## config.mk

```make
export PLATFORM = sky130hd
export DESIGN_NAME = ifetch
export DESIGN_NICKNAME = d
export VERILOG_FILES = /design/src/rtl/ifetch.sv
export SDC_FILE = /design/constraint.sdc
export NUM_CORES = 1
export LEC_CHECK = 0
export ABC_CLOCK_PERIOD_IN_PS = 3200
export CAP_MARGIN = 20
export CORE_UTILIZATION = 51
export DETAILED_ROUTE_END_ITERATION = 10
export PLACE_DENSITY_LB_ADDON = 0.05
export SETUP_SLACK_MARGIN = 0.3
export SLEW_MARGIN = 15
export SYNTH_ARGS = -nofsm -noshare
export SYNTH_HDL_FRONTEND = slang
export SYNTH_SLANG_ARGS = --single-unit
```

## constraint.sdc

```tcl
create_clock -name clk -period 3.2 [get_ports clk]
set_input_delay 0.48 -clock clk [delete_from_list [all_inputs] [get_ports clk]]
set_output_delay 0.48 -clock clk [all_outputs]
set_load 0.005 [all_outputs]
```

## src/rtl/ifetch.sv

```systemverilog
// Instruction fetch unit: owns the fetch PC, issues imem requests under a credit limit,
// buffers in-order responses and hands {pc, instr, fault} to decode. Option: IFETCH_BYPASS_EN.
module ifetch #(
    parameter int unsigned     XLEN         = 32,
    parameter logic [XLEN-1:0] RESET_VECTOR = 32'h8000_0000,
    parameter int unsigned     FIFO_DEPTH   = 4
) (
    input  logic            clk,
    input  logic            rst,
    output logic            imem_req_o,
    output logic [XLEN-1:0] imem_addr_o,
    input  logic            imem_gnt_i,
    input  logic            imem_rvalid_i,
    input  logic [XLEN-1:0] imem_rdata_i,
    input  logic            imem_err_i,
    input  logic            flush_i,
    input  logic [XLEN-1:0] flush_pc_i,
    output logic            instr_v_o,
    output logic [XLEN-1:0] instr_o,
    output logic [XLEN-1:0] pc_o,
    output logic            fault_o,
    input  logic            decode_ready_i
);
    localparam int unsigned    AW      = $clog2(FIFO_DEPTH);
    localparam int unsigned    CW      = AW + 1;
    localparam logic [CW:0]    DEPTH_C = (CW + 1)'(FIFO_DEPTH);
    localparam logic [XLEN-1:0] ALIGN  = ~XLEN'(3);

    typedef enum logic [1:0] {
        S_BOOT,
        S_RUN,
        S_FAULT
    } state_t;

    state_t r_state, w_state_nxt;

    logic [XLEN-1:0] r_fetch_pc, r_resp_pc;
    logic [CW-1:0]   r_outstanding, r_kill, r_count;
    logic [AW-1:0]   r_wptr, r_rptr;

    logic [XLEN-1:0] r_fifo_pc    [FIFO_DEPTH];
    logic [XLEN-1:0] r_fifo_instr [FIFO_DEPTH];
    logic            r_fifo_fault [FIFO_DEPTH];

    logic            w_fire, w_accept, w_wr, w_pop, w_empty, w_byp;
    logic [CW:0]     w_credit;
    logic [CW-1:0]   w_kill_nxt;
    logic [XLEN-1:0] w_resp_instr, w_flush_pc;

    assign w_empty      = (r_count == '0);
    assign w_accept     = imem_rvalid_i & (r_kill == '0) & ~flush_i;
    assign w_resp_instr = imem_err_i ? '0 : imem_rdata_i;
    assign w_flush_pc   = flush_pc_i & ALIGN;
    assign w_credit     = {1'b0, r_outstanding} + {1'b0, r_count};
    assign w_fire       = imem_req_o & imem_gnt_i;
    // Responses still owed by memory after a flush must all be discarded.
    assign w_kill_nxt   = r_outstanding + CW'(w_fire) - CW'(imem_rvalid_i);

`ifdef IFETCH_BYPASS_EN
    assign w_byp = w_empty & w_accept;
`else
    assign w_byp = 1'b0;
`endif

    assign w_wr  = w_accept & ~(w_byp & decode_ready_i);
    assign w_pop = ~w_empty & ~flush_i & decode_ready_i;

    assign imem_addr_o = r_fetch_pc & ALIGN;
    assign instr_v_o   = (~w_empty | w_byp) & ~flush_i;

    always_comb begin
        pc_o    = r_resp_pc;
        instr_o = '0;
        fault_o = 1'b0;
        if (w_byp) begin
            instr_o = w_resp_instr;
            fault_o = imem_err_i;
        end else if (!w_empty) begin
            pc_o    = r_fifo_pc[r_rptr];
            instr_o = r_fifo_instr[r_rptr];
            fault_o = r_fifo_fault[r_rptr];
        end
    end

    always_comb begin
        w_state_nxt = r_state;
        imem_req_o  = (r_state == S_RUN) & ~flush_i & (w_credit < DEPTH_C);
        case (r_state)
            S_BOOT:  w_state_nxt = S_RUN;
            S_RUN:   if (w_accept && imem_err_i) w_state_nxt = S_FAULT;
            S_FAULT: w_state_nxt = S_FAULT;
            default: w_state_nxt = S_BOOT;
        endcase
        if (flush_i) w_state_nxt = S_RUN;
    end

    always_ff @(posedge clk or posedge rst) begin
        if (rst) begin
            r_state       <= S_BOOT;
            r_fetch_pc    <= RESET_VECTOR;
            r_resp_pc     <= RESET_VECTOR;
            r_outstanding <= '0;
            r_kill        <= '0;
            r_count       <= '0;
            r_wptr        <= '0;
            r_rptr        <= '0;
        end else begin
            r_state       <= w_state_nxt;
            r_outstanding <= r_outstanding + CW'(w_fire) - CW'(imem_rvalid_i);
            if (flush_i) begin
                r_fetch_pc <= w_flush_pc;
                r_resp_pc  <= w_flush_pc;
                r_kill     <= w_kill_nxt;
                r_count    <= '0;
                r_wptr     <= '0;
                r_rptr     <= '0;
            end else begin
                if (w_fire) r_fetch_pc <= r_fetch_pc + XLEN'(4);
                if (imem_rvalid_i && (r_kill != '0)) r_kill <= r_kill - CW'(1);
                if (w_accept) r_resp_pc <= r_resp_pc + XLEN'(4);
                if (w_wr) r_wptr <= r_wptr + AW'(1);
                if (w_pop) r_rptr <= r_rptr + AW'(1);
                r_count <= r_count + CW'(w_wr) - CW'(w_pop);
            end
        end
    end

    // Storage needs no reset: outputs are masked by the empty flag.
    always_ff @(posedge clk) begin
        if (w_wr) begin
            r_fifo_pc[r_wptr]    <= r_resp_pc;
            r_fifo_instr[r_wptr] <= w_resp_instr;
            r_fifo_fault[r_wptr] <= imem_err_i;
        end
    end

endmodule

```

==> results.toml, run 1 <==
[finish]
areaGrowthSynthToFinish_pct = 23.50
fin_nets = 1233
diodes = 0
drive_above_1_share = 0.1567

[min_path]
worstHoldPathType = "input port to asynchronous set/reset pin"

[critical_path]
r2r-end = "r_kill[2]"
worstSetupEndpointType = "primary output"
critPathMaxFanout = 6
rrSetupSlack_ns = 0.40
crit_arrival_ns = 2.43
worstRegToRegCells = 12
worstPathRequired_ns = 2.72
rr_startpoint = "r_count[2]"
cp-start-kind = "flop"
path_class = "flop to primary output"

[clock_network]
cts_buffers = 35
numClockSinks = 327
clock_path_buffers = 3
h-tree-depth = 2
cts_tree = "done"
clock_latency_ns = 0.51
cts-root-buf = "clkbuf_16"
clk_pin_slew_ns = 0.06
cts_hold_buffers = 0

[timing]
fin_skew_ns = 0.01553
final_hold_viol_count = 0
tightest_slew_ns = 0.6155
relSlewSlack = 0.5896
period_share = 0.9106
fin_tns_setup_ns = 0
hold_slack_ns = 0.3397
period_minus_slack_ns = 2.914
slew_violations = 0
rsz0062_at_grt = "yes"
setup_viol = 0
fmax_mhz = 343.2

[floorplanning]
start_util = 0.5242
placeableCoreArea_sq_um = 27250
fp-row-count = 60
dieArea_sq_um = 28680
io_pins = 170
fp.dieW_um = 169.4
die_h_um = 169.4

[power_and_ir_drop]
intPower_mw = 9.124
switchingPower_mw = 3.581
switching_share = 0.2819
leakagePower_nw = 6.139
cellPowerDensity_nw_per_um2 = 720.2
ir_drop_mv = 0.4733
power_frac_seq = 0.409
pwr-share-clk = 0.286
combPwrFrac = 0.305

[place]
port-buffer-count = 163
dpl.hpwl_um = 19170
gp_congestion = 0.7967

[drt]
antenna_left = 0
routed_via_density = 5.585
wire_per_inst_um = 20.02
route.detailed.drc = 0
routed_wl_um = 30840
drtIter0Drc = 678
first_pass_iters = 4
vias = 8601

[global_route]
antenna_found_initial = 0
grt_max_degree = 56
grt.overflow.total = 0
grt_pass1_vias = 8969
grt_use_total = 0.2212
grt_pass1_wl_um = 48690

[yosys]
yosys_warnings = 0
synth_seq_cells = 327
synth_cell_types = 52
async_flop_share = 0.2294
avgSynthCellArea_sq_um = 14.90
synth_flop_cell = "edfxtp_1"
synth_area_leaders = "edfxtp_1 (53%), dfrtp_1 (13%), mux4_2 (9.9%), nand2_1 (3.6%), xnor2_1 (2.3%)"
synth_cells = 959
synth_largest_area_cell = "edfxtp_1"
synth_seq_area_share = 0.6613
synth_most_common_cell = "edfxtp_1"
synth_edf_count = 252
yosysTopAreaCellShare = 0.5297
synth_common_cells = "edfxtp_1 (252), nand2_1 (136), dfrtp_1 (73)"
syn_area_sq_um = 14280

[run_status]
status = "completed"

[run]
maxCapViolCount = 0
-- power groups by stage --
stage | Sequential [mW] | Clock (mW) | Combinational, mW
3_5_place_dp | 5.30 | 0 | 3.79
2_1_floorplan | 5.15 | 0 | 2.07
6_report | 5.19 | 3.63 | 3.88
3_3_place_gp | 5.29 | 0 | 3.76
5_1_grt | 5.23 | 3.87 | 4.25
4_1_cts | 5.18 | 3.70 | 3.89
-- registers in the layout, summed over array words and instances (netlist names) --
signal / flops
r_fifo_fault: 4
r_wptr: 2
r_state: 2
r_count: 3
r_fifo_instr: 128
r_fifo_pc: 120
r_fetch_pc: 30
r_kill: 3
r_outstanding: 3
r_rptr: 2
r_resp_pc: 30
-- worst max path at each step --
stage / to / from
floorplan: r_kill[2] / r_outstanding[2]
global placement: r_kill[2] / imem_gnt_i
global route: pc_o[12] / r_rptr[0]
detailed placement: r_kill[2] / r_count[2]
finish: pc_o[23] / r_rptr[0]
CTS: pc_o[7] / r_rptr[0]
-- metal layers --
| layer | routed length [um] | track usage | vias to the layer above |
|---|---|---|---|
| li1 | - | - | 3942 |
| met1 | 13980 | 0.3097 | 4356 |
| met2 | 14770 | 0.3641 | 267 |
| met3 | 1559 | 0.03475 | 36 |
| met4 | 529 | 0.05797 | 0 |
| met5 | 0 | 0 | - |
-- cells in the final DEF, fill, tap and decap left out, drive strengths merged, types with 3 or more instances in the layout --
master         netlist  final
and4                 6      6
nor3b                3      3
mux4                63     63
dfrtp               73     73
nor4                14     14
inv                 21     22
clkdlybuf4s50        0    160
nor2b               33     33
nand2              136    136
o21ai               22     22
a41oi                3      3
or3                  4      4
xor2                16     16
clkinv               1      9
ha                  16     16
and3                13     13
o211ai               6      6
a21boi              16     16
a31oi                5      5
nor2                19     19
o311ai               3      3
mux2                19     19
buf                 12     33
and2                37     37
nand3               25     25
nor3                14     14
or4                  5      5
clkbuf              39     52
nand2b              10     10
xnor2               38     38
conb                 1      4
a21oi                5      5
nand4               17     17
edfxtp             252    252
-- worst max-delay path: stages (launching register included) --
cell	delay, ns
dfrtp_4	0.53
buf_6	0.18
mux4_2	0.50
nand2_1	0.08
o21ai_0	0.15
clkdlybuf4s50_1	0.48
-- repair_timing --
action / in CTS / in global routing
endpoints found under the setup margin: 62 / 42
pin swaps: 1 / 0
resized for setup: 4 / 5
buffers inserted: 3 / 0
cloned: 0 / 1
hold endpoints to repair: 0 / 0
-- through the flow --
step / cells / power (mW) / util / area, sq um / setup slack, ns
after floorplan: 962 / 7.219 / - / 14350 / 0.1179
after global placement: 1475 / 9.048 / 0.6069 / 16540 / 0.4550
after detailed placement: 1475 / 9.087 / 0.6069 / 16540 / 0.4156
after CTS: 1539 / 12.78 / 0.6455 / 17590 / 0.2626
after global routing: 1540 / 13.34 / 0.6474 / 17640 / 0.2141
final: 1540 / 12.71 / 0.6474 / 17640 / 0.2861
-- cell families after synthesis --
group | share of synthesized area
other cells | 0.0002625
mux | 0.1143
fa+ha+maj | 0.01682
flops | 0.6613
compound gates | 0.02864
simple gates | 0.1244
buf+inv | 0.02120
xor+xnor | 0.03311
-- area by class of cell --
type | count | area [sq um]
Clock buffer | 51 | 957.2
Clock inverter | 10 | 62.56
Fill cell | 2037 | 9609
Inverter | 22 | 82.58
Multi-Input combinational cell | 562 | 4607
Sequential cell | 327 | 9452
Tap cell | 372 | 465.4
Timing Repair Buffer | 196 | 2016
Power figures use the tool's default switching activity.
==> inputs of run 2 (changes only) <==
Settings changed: TNS_END_PERCENT from default to 10.
==> run 2 against run 1 <==
Net effect:
- via count is 0.30% higher
- hold slack better by 0.0022 ns
- routed wire length is 0.27% higher
- clock-buffer cell count stayed put
- final cell count is 0.19% higher
- combinational power is 1% higher
- critical path depth stayed put
- register-to-register slack hardly changed
- sequential power hardly changed
- critical path type unchanged
- critical endpoint is now instr_o[0]
==> results.toml, run 2 (synthesis gave the netlist of run 1 again) <==
[global_route]
grt_pass1_wl_um = 48690
grt_use_total = 0.2212
grt.overflow.total = 0
grt_max_degree = 56
antenna_found_initial = 0
grt_pass1_vias = 8970

[place]
gp_congestion = 0.7967
port-buffer-count = 163
place_area_sq_um = 16540
pre_cts_ws_ns = 0.4156
dpl.hpwl_um = 19170

[finish]
fin_nets = 1236
areaGrowthSynthToFinish_pct = 23.75
top_register = "r_fifo_instr"
final_common_cell = "edfxtp_1"
stdcell_area_sq_um = 17680
largest_reg_flops = 128
diodes = 0
top_regs = "r_fifo_instr x128, r_fifo_pc x120"
nFillCells = 2033
drive_above_1_share = 0.1580
final_cell_mix = "edfxtp_1 (252), clkdlybuf4s50_1 (159), nand2_1 (136)"

[drt]
first_pass_iters = 4
routed_wl_um = 30920
route.detailed.drc = 0
routed_via_density = 5.591
vias = 8627
wire_per_inst_um = 20.04
antenna_left = 0
drtIter0Drc = 696

[timing]
setup_viol = 0
rsz0062_at_grt = "yes"
setup_slack_ns = 0.2958
slew_violations = 0
fmax_mhz = 344.3
period_minus_slack_ns = 2.904
final_hold_viol_count = 0
period_share = 0.9076
fin_skew_ns = 0.01443
tightest_slew_ns = 0.6192
fin_tns_setup_ns = 0
relSlewSlack = 0.5872

[clock_network]
h-tree-depth = 2
clk_pin_slew_ns = 0.06
cts_tree = "done"
clock_latency_ns = 0.51
cts-root-buf = "clkbuf_16"
numClockSinks = 327
clock_path_buffers = 3
cts_buffers = 35

[floorplanning]
dieArea_sq_um = 28680
placeableCoreArea_sq_um = 27250
start_util = 0.5242
fp-row-count = 60
fp.dieW_um = 169.4
die_h_um = 169.4
io_pins = 170

[critical_path]
worstPathRequired_ns = 2.72
critPathMaxFanout = 13
slowest_stage = "mux4_2"
worstPathBufferInverterCount = 3
cp-start-kind = "flop"
crit_arrival_ns = 2.42
path_class = "flop to primary output"
crit_chain = "buf_4, clkbuf_16, mux4_2, and2_1, clkdlybuf4s50_1"
critPathTopFamily = "buffers and inverters"
max_stage_delay_ns = 0.49
worstSetupEndpointType = "primary output"

[min_path]
worstHoldPathType = "input port to asynchronous set/reset pin"

[power_and_ir_drop]
cellPowerDensity_nw_per_um2 = 720.3
ir_drop_mv = 0.4248
leakagePower_nw = 6.171
finalPower_mw = 12.73

[run]
maxCapViolCount = 0

[run_status]
status = "completed"
run 2: cell type report:
type                       count  area, sq um  area share
clock buffer                  51        957.2     0.05415
clock inverter                10        62.56    0.003539
inverter                      22        82.58    0.004672
multi-input combinational    562         4599      0.2602
sequential                   327         9452      0.5347
tap                          372        465.4     0.02633
timing repair buffer         199         2058      0.1164
run 2: report_power, final:
part	switching, mW	internal (mW)	total (mW)
Sequential	0.294	4.89	5.18
Clock	1.54	2.08	3.63
Combinational	1.74	2.18	3.92
Total	3.58	9.15	12.7
run 2: routing by layer:
layer | wire [um] | track usage
met3 | 1406 | 0.03475
met5 | 0 | 0
met2 | 14780 | 0.3638
met4 | 526 | 0.05797
met1 | 14210 | 0.3100
run 2: metrics by stage:
stage          utilization  hold WS (ns)  std cells
4_1_cts             0.6455        0.3441       1539
3_5_place_dp        0.6069        0.5428       1475
3_3_place_gp        0.6069        0.5370       1475
2_1_floorplan            -        0.5043        962
5_1_grt             0.6487        0.3767       1543
6_report            0.6487        0.3419       1543
run 2: final timing paths:
path                                          to  cells after the start  slack, ns     startpoint
min in group clk                r_fifo_pc[1][30]                      0       0.56  r_resp_pc[30]
worst min-delay path               r_fetch_pc[4]                      2       0.34            rst
max in group asynchronous          r_resp_pc[31]                      3       2.13            rst
worst min register to register  r_fifo_pc[1][30]                      0       0.56  r_resp_pc[30]
worst max-delay path                  instr_o[0]                      5       0.30      r_rptr[0]
worst max register to register         r_kill[2]                     12       0.41     r_count[2]
run 2: what timing repair did:
| action | 4_1_cts | 5_1_grt |
|---|---|---|
| endpoints found under the setup margin | 62 | 55 |
| pin swaps | 1 | 0 |
| hold buffers | 0 | 0 |
| endpoints found under the hold margin | 0 | 0 |
| resized for setup | 2 | 6 |
| buffers inserted | 3 | 2 |
| cloned | 0 | 2 |
==> inputs of run 3 (changes only) <==
Settings changed: ABC_CLOCK_PERIOD_IN_PS 3200 to 2500.
Clock period 3.2 ns to 2.5 ns, I/O delays scaled along.
==> run 3 against run 2 <==
Net effect:
- the flow now finishes with violations (negative setup slack)
- final cell count grew 4.6%
- setup slack lost 0.53 ns
- clock power grew 35%
- non-clock buffer count rose by 72
- core utilization rose by 3.9 points
- global-route usage rose by 1.2 points
- register-to-register slack lost 0.65 ns
- sequential power increased by 26%
- cell area increased by 6.1%
- die area unchanged
- sequential share of layout area down 3.1 points
- critical path type is now flop to flop
- critical endpoint is now r_kill[2]
- largest cell class unchanged
- highest routed layer unchanged
==> results.toml, run 3 (synthesis gave the netlist of run 1 again) <==
[run_status]
status = "finished, violations left"
failed_checks = "negative setup slack"

[place]
port-buffer-count = 163
dpl.cell_count = 1513
dpl.hpwl_um = 20560
gp_congestion = 0.8439
pre_cts_ws_ns = -0.2451

[global_route]
grt.overflow.total = 0
grt_use_total = 0.2329
grt_pass1_wl_um = 50850
grt_max_degree = 50
antenna_found_initial = 0
grt_pass1_vias = 9281

[timing]
final_hold_viol_count = 0
hold_slack_ns = 0.1130
slew_violations = 0
period_minus_slack_ns = 2.736
fin_tns_setup_ns = -0.6865
tightest_slew_ns = 0.6556
fin_skew_ns = 0.01092
setup_slack_ns = -0.2356
period_share = 1.094
fmax_mhz = 365.5
rsz0062_at_grt = "yes"
relSlewSlack = 0.5629
setup_viol = 10

[finish]
stdcell_count = 1614
final_cell_mix = "edfxtp_1 (252), nand2_1 (108), clkdlybuf4s50_1 (98)"
largest_reg_flops = 128
areaGrowthSynthToFinish_pct = 31.24
fin_nets = 1308
final_common_cell = "edfxtp_1"
top_register = "r_fifo_instr"
seq_area_sq_um = 9452
diodes = 0
top_regs = "r_fifo_instr x128, r_fifo_pc x120"
nFillCells = 1871
drive_above_1_share = 0.3108
multiInputGateArea_sq_um = 4883

[critical_path]
crit_arrival_ns = 3.17
worstPathRequired_ns = 2.94
critPathMaxFanout = 2
path_class = "flop to flop"
cp-start-kind = "flop"
worstSetupEndpointType = "flop"
rrSetupSlack_ns = -0.24

[clock_network]
cts_buffers = 35
h-tree-depth = 2
cts-root-buf = "clkbuf_16"
clk_pin_slew_ns = 0.06
cts_tree = "done"
clock_latency_ns = 0.51
numClockSinks = 327
clock_path_buffers = 3
cts_hold_buffers = 0

[run]
maxCapViolCount = 0

[power_and_ir_drop]
leakagePower_nw = 6.877
ir_drop_mv = 0.4892
finalPower_mw = 17.72
cellPowerDensity_nw_per_um2 = 945.2

[drt]
drtIter0Drc = 598
vias = 8912
routed_via_density = 5.522
routed_wl_um = 32630
antenna_left = 0
route.detailed.drc = 0
wire_per_inst_um = 20.22
first_pass_iters = 7

[min_path]
worstHoldPathType = "input port to asynchronous set/reset pin"

[floorplanning]
start_util = 0.5242
dieArea_sq_um = 28680
fp-row-count = 60
placeableCoreArea_sq_um = 27250
io_pins = 170
die_h_um = 169.4
fp.dieW_um = 169.4
-- run 3: changes by cell type in the layout (fill, tap and decap cells not counted), sizes merged, moves of 2 or more --
cell / delta
buf: +105
bufinv: +2
clkdlybuf4s50: -61
dlygate4sd2: +2
clkinv: +5
clkbuf: +17
-- run 3: metal layers --
metal / track usage / part of all wire / up-vias
li1: - / - / 4090
met3: 0.03475 / 0.061 / 44
met4: 0.06424 / 0.017 / 0
met2: 0.3883 / 0.49 / 321
met1: 0.3217 / 0.43 / 4457
met5: 0 / 0 / -
-- run 3: worst max-delay path, cell delays in order (launching register included) --
cell and delay [ns]:
dfrtp_1 0.40, ha_1 0.30, or3b_4 0.39, nor3b_4 0.22, inv_2 0.07, ha_4 0.26
inv_2 0.03, ha_4 0.14, fa_2 0.35, xnor2_2 0.14, xnor2_1 0.17, nand2_1 0.08
o21ai_1 0.10
-- run 3: worst paths after layout --
kind,from,end,cells after the start
worst max-delay path,r_outstanding[2],r_kill[2],12
worst min-delay path,rst,r_kill[0],2
worst max register to register,r_outstanding[2],r_kill[2],12
worst min register to register,r_resp_pc[29],r_fifo_pc[0][29],0
max in group asynchronous,rst,r_resp_pc[31],3
min in group clk,flush_i,r_count[0],3
-- run 3: final cells by class --
| type | count | area share |
|---|---|---|
| inverter | 22 | 0.004405 |
| multi-input combinational | 562 | 0.2605 |
| timing repair buffer | 271 | 0.1488 |
| sequential | 327 | 0.5041 |
| clock inverter | 17 | 0.007942 |
| clock buffer | 43 | 0.04945 |
| tap | 372 | 0.02483 |
-- run 3: repair_timing --
| item | 4_1_cts | 5_1_grt |
|---|---|---|
| endpoints found under the setup margin | 99 | 120 |
| cloned | 3 | 0 |
| gates resized for setup | 171 | 175 |
| buffers inserted | 24 | 14 |
| pin swaps | 33 | 56 |
-- run 3: power breakdown --
part	internal, mW	total (mW)	switching (mW)	leakage, nW
sequential	6.26	6.54	0.286	3.17
clock	2.85	4.89	2.04	0.534
combinational	3.53	6.29	2.75	3.17
total	12.6	17.7	5.08	6.88
-- run 3: metrics by stage --
| stage | cell area [sq um] | utilization |
|---|---|---|
| after CTS | 18390 | 0.6748 |
| after global placement | 16990 | 0.6235 |
| after global routing | 18750 | 0.6880 |
| after detailed placement | 16990 | 0.6235 |
| after floorplan | 14360 | - |
| final | 18750 | 0.6880 |
